File: config.mk
export PLATFORM = sky130hd
export DESIGN_NAME = design88_3_3_top
export DESIGN_NICKNAME = d
export VERILOG_FILES = /design/src/rtl/design88_3_3_top.sv
export SDC_FILE = /design/constraint.sdc
export NUM_CORES = 1
export LEC_CHECK = 0
export ABC_CLOCK_PERIOD_IN_PS = 6100
export CAP_MARGIN = 20
export CELL_PAD_IN_SITES_DETAIL_PLACEMENT = 1
export CELL_PAD_IN_SITES_GLOBAL_PLACEMENT = 1
export CORE_AREA = 2 2 120 122
export DETAILED_ROUTE_END_ITERATION = 12
export DIE_AREA = 0 0 122 124
export PLACE_DENSITY = 0.67
export SLEW_MARGIN = 30
export SYNTH_ARGS = -nofsm -noshare
export SYNTH_HDL_FRONTEND = slang
export SYNTH_SLANG_ARGS = --single-unit
File: constraint.sdc
create_clock -name clk -period 6.1 [get_ports clk]
set_input_delay 1.83 -clock clk [delete_from_list [all_inputs] [get_ports clk]]
set_output_delay 1.83 -clock clk [all_outputs]
set_load 0.005 [all_outputs]
File: src/rtl/design88_3_3_top.sv
// design88_3_3_top: two-stage pipeline computing a fixed 32-bit word
// transform. Stage 1 captures the input word, stage 2 captures f(in_q).
// f packs: sum/rotate mix, leading-zero count, population count,
// A/B magnitude compare and the A+B carry into one result word.
// There is no handshake: a new word is accepted on every rising edge and
// its result appears on out one edge after it was captured into in_q.
module design88_3_3_top (
    input  logic        clk,
    input  logic        rst,
    input  logic [31:0] in,
    output logic [31:0] out
);

    // Stage-1 register and the two operand halves taken from it.
    logic [31:0] in_q;
    logic [15:0] a;
    logic [15:0] b;

    // Intermediate terms of f.
    logic [16:0] sum;
    logic [15:0] rot;
    logic [15:0] mix;
    logic [5:0]  lzc;
    logic [5:0]  pop;
    logic        a_lt_b;
    logic        a_eq_b;
    logic        a_gt_b;
    logic [31:0] f_word;

    assign a = in_q[15:0];
    assign b = in_q[31:16];

    // Stage 1: capture the raw input word; reset clears it immediately.
    always_ff @(posedge clk or posedge rst) begin
        if (rst) begin
            in_q <= 32'd0;
        end else begin
            in_q <= in;
        end
    end

    // 17-bit sum keeps the carry; B rotated left by 3; low half is their XOR.
    always_comb begin
        sum = {1'b0, a} + {1'b0, b};
        rot = {b[12:0], b[15:13]};
        mix = sum[15:0] ^ rot;
    end

    // Leading-zero count: the highest set bit wins because later iterations
    // overwrite earlier ones; an all-zero word keeps the default of 32.
    always_comb begin
        lzc = 6'd32;
        for (int i = 0; i < 32; i++) begin
            if (in_q[i]) begin
                lzc = 6'(31 - i);
            end
        end
    end

    // Population count of the whole stage-1 word (0..32 fits in 6 bits).
    always_comb begin
        pop = 6'd0;
        for (int i = 0; i < 32; i++) begin
            pop = pop + {5'd0, in_q[i]};
        end
    end

    // Unsigned magnitude compare; exactly one flag is set at any time.
    always_comb begin
        a_lt_b = 1'b0;
        a_eq_b = 1'b0;
        a_gt_b = 1'b0;
        if (a < b) begin
            a_lt_b = 1'b1;
        end else if (a == b) begin
            a_eq_b = 1'b1;
        end else begin
            a_gt_b = 1'b1;
        end
    end

    // Assemble the result word from the individual fields.
    always_comb begin
        f_word = {sum[16], a_gt_b, a_eq_b, a_lt_b, pop, lzc, mix};
    end

    // Stage 2: register f(in_q) straight onto the output port.
    always_ff @(posedge clk or posedge rst) begin
        if (rst) begin
            out <= 32'd0;
        end else begin
            out <= f_word;
        end
    end

endmodule

==> impl_metrics.csv <==
group,metric,value,unit
flow_run,maxCapViolCount,0,
yosys,ys_seq_area_frac,0.394,
grt,use_met2,0.270,
placement,hpwl,8.63,mm
power_and_ir_drop,power.leakage,0.00230,uW
worst_setup_path,cp-start-kind,"flop",
power_and_ir_drop,p_int,1250,uW
yosys,synth.distinct_cells,52,
cts,cts-resized-gates,0,
worst_hold_path,min_path_cells,1,
yosys,synth-adder-area-share,0.249,
cts,hold_buffers,0,
sta,hold_viol,0,
placement,place.gp.congestion,0.886,
sta,tightest_slew,730,ps
sta,setup_tns,0,ps
floorplanning,initial_core_util,0.297,
worst_hold_path,hold_start,"in_q[31]",
power_and_ir_drop,comb_power_share,0.460,
worst_setup_path,arrival,5030,ps
route,routed_wl,10.5,mm
sta,relSlewSlack,0.501,
yosys,syn_inst,378,
sta,setup_slack,1290,ps
yosys,synthSimpleGateAreaFrac,0.103,
yosys,synth_compound_area_frac,0.122,
worst_setup_path,cp_max_fo,7,
finish,antenna_cells,0,
sta,setup_viol,0,
yosys,syn_nets,478,
grt,grt.busiest_layer,"met2",
sta,worst_clock_skew,8.56,ps
worst_hold_path,timing.hold.worst.class,"flop to flop",
grt,grt_start_max_net_pins,35,
outcome,outcome,"completed",
floorplanning,num_rows,43,
yosys,synth_warnings,0,
cts,cts_buffer_depth,2,
worst_setup_path,path_class,"flop to flop",
yosys,ys_seq_elements,64,
route,dr.pass1.iters,4,
cts,cts.sinks,64,
power_and_ir_drop,switching_share,0.342,
placement,portBuffers,65,
power_and_ir_drop,pwr_density_cell,365,mW/mm^2
sta,max_freq,208,MHz
route,ant_nets,0,
worst_setup_path,end_kind,"flop",
power_and_ir_drop,pwr-share-clk,0.256,
yosys,synthMuxAreaShare,0.00246,
yosys,synth_xor_xnor_area_share,0.0689,
grt,track_usage,0.155,
sta,period_share,0.788,
yosys,synth_edf_count,0,
route,drt_iter0_markers,70,
yosys,synthesis.area,0.00407,mm^2
finish,syn_to_final_growth,27.5,%
worst_setup_path,rr_endpoint,"out[26]",
worst_setup_path,r2r_cells,17,
worst_setup_path,crit_required,6320,ps
grt,grt_pass1_vias,3328,
grt,groute.layer.met3.usage,0.0417,
grt,overflow,0,
floorplanning,io_pins,66,
cts,worstSkewPairLatency,340,ps
floorplanning,die_area,0.0151,mm^2
cts,cts_root_buf,"clkbuf_16",
route,drc,0,
floorplanning,coreArea,0.0137,mm^2
sta,rsz0062_at_grt,"no",
floorplanning,fp.dieW,122,um
yosys,synth_top_family_by_area,"adder cells",
cts,path_clk_slew,50,ps
placement,dp_slack,1280,ps
finish,drive_gt1_frac,0.0597,
grt,grt_pass1_wl,17.4,mm
sta,fin_crit,4810,ps
grt,grtUsageMet1,0.184,
cts,cts_buffers,9,
yosys,syn_avg_cell_area,10.8,um^2
power_and_ir_drop,p_switching,647,uW
route,wl_per_cell,16.6,um
cts,ctsHtreeMaxLevel,3,
worst_hold_path,min_to,"out[17]",
finish,nets,547,
route,dr_total_vias,2960,
power_and_ir_drop,irDropWorstVdd,0.410,mV
cts,post-cts-setup-buffers,0,
worst_setup_path,rr_startpoint,"in_q[17]",
yosys,async_flop_share,1.00,
route,vias_per_cell,4.68,
sta,finalMaxSlewViolations,0,
worst_setup_path,rrSetupSlack,1290,ps
cts,cts_tree,"built",
floorplanning,die_h,124,um
finish,fillers,1545,
grt,antenna_found_initial,0,
power_and_ir_drop,p_seq_frac,0.284,
yosys,ys.flop_type,"dfrtp_1",
## state kept, by name, indices dropped and copies added (netlist names)
signal / count
in_q: 32
out: 32
## power by group through the flow
stage / registers (uW) / logic, uW / clock network [uW]
floorplan: 541 / 581 / 0
global placement: 545 / 837 / 0
detailed placement: 546 / 871 / 0
CTS: 539 / 889 / 502
global route: 545 / 1000 / 522
finish: 538 / 871 / 485
## cells in the final DEF, fill, tap and decap left out, types with 3 or more instances in the layout
cell type,count
o21ai_0,10
a21o_1,4
ha_1,41
clkbuf_16,9
clkbuf_8,3
xnor2_1,25
nor2_1,31
nand3_1,4
o211ai_1,5
clkinv_2,3
nor3_1,9
a211oi_1,3
o21bai_1,4
nor4_1,8
a21oi_1,26
clkdlybuf4s50_1,65
nor2b_1,6
fa_1,25
dfrtp_1,64
nand4_1,3
nand2_1,8
inv_1,51
xor2_1,7
## per-stage QoR
| step | cells | power (uW) | utilization | instance area, um^2 | hold slack, ps |
|---|---|---|---|---|---|
| floorplan | 378 | 1120 | - | 4070 | 513 |
| global placement | 616 | 1380 | 0.357 | 4900 | 603 |
| detailed placement | 616 | 1420 | 0.357 | 4900 | 599 |
| CTS | 632 | 1930 | 0.378 | 5190 | 608 |
| global route | 632 | 2070 | 0.378 | 5190 | 650 |
| finish | 632 | 1890 | 0.378 | 5190 | 607 |
## cells by family after synthesis
family                   Yosys count
AO/OA/AOI/OAI                     72
flip-flops                        64
multiplexers                       1
XOR/XNOR                          32
adder cells (fa/ha/maj)           66
buffers and inverters             60
AND/OR/NAND/NOR                   83
## synthesized netlist by cell type (2+ instances only)
cell type / number / area share
nor2_1: 31 / 0.029
buf_4: 3 / 0.0055
a21o_1: 4 / 0.0074
clkbuf_2: 2 / 0.0025
nor4_1: 8 / 0.012
inv_1: 52 / 0.048
o31ai_1: 2 / 0.0037
a21oi_1: 26 / 0.032
ha_1: 41 / 0.13
xnor2_1: 25 / 0.054
or3_1: 2 / 0.0031
nand2_1: 8 / 0.0074
dfrtp_1: 64 / 0.39
and3_1: 2 / 0.0031
nor3_1: 9 / 0.011
xor2_1: 7 / 0.015
nand3_1: 4 / 0.0049
o21bai_1: 4 / 0.0074
o211ai_1: 5 / 0.0092
fa_1: 25 / 0.12
a211oi_1: 3 / 0.0055
nand2b_1: 2 / 0.0031
nand4_1: 3 / 0.0046
nor2b_1: 6 / 0.0092
a221oi_2: 2 / 0.0074
nor3b_1: 2 / 0.0037
clkbuf_1: 2 / 0.0018
o21ai_0: 10 / 0.012
## cell type report
type	count	area, um^2	area share
tap	180	225	0.0434
timing repair buffer	66	658	0.127
sequential	64	1600	0.309
clock buffer	13	270	0.0521
multi-input combinational	254	2220	0.428
inverter	52	195	0.0376
clock inverter	3	15.0	0.00290
## critical path, stage by stage (launching register included)
cell,delay (ps)
dfrtp_1,480
fa_1,550
fa_1,520
inv_1,50
fa_1,470
inv_1,50
fa_1,480
fa_1,530
inv_1,50
fa_1,430
inv_1,70
ha_1,160
inv_1,50
fa_1,400
inv_1,70
a21o_1,100
a21oi_1,80
xnor2_1,140
## metal layers
| metal | part of all wire | wire length, um |
|---|---|---|
| met5 | 0 | 0 |
| met4 | 0.015 | 161 |
| met3 | 0.038 | 397 |
| met2 | 0.52 | 5450 |
| met1 | 0.43 | 4510 |
## worst max path at each step
stage | startpoint | to | cells after the start
2_1_floorplan | in_q[17] | out[26] | 17
3_3_place_gp | in_q[17] | out[26] | 17
3_5_place_dp | in_q[17] | out[26] | 17
4_1_cts | in_q[17] | out[26] | 17
5_1_grt | in_q[11] | out[26] | 17
6_report | in_q[17] | out[26] | 17
No activity file was read; power rests on OpenSTA's default activity.
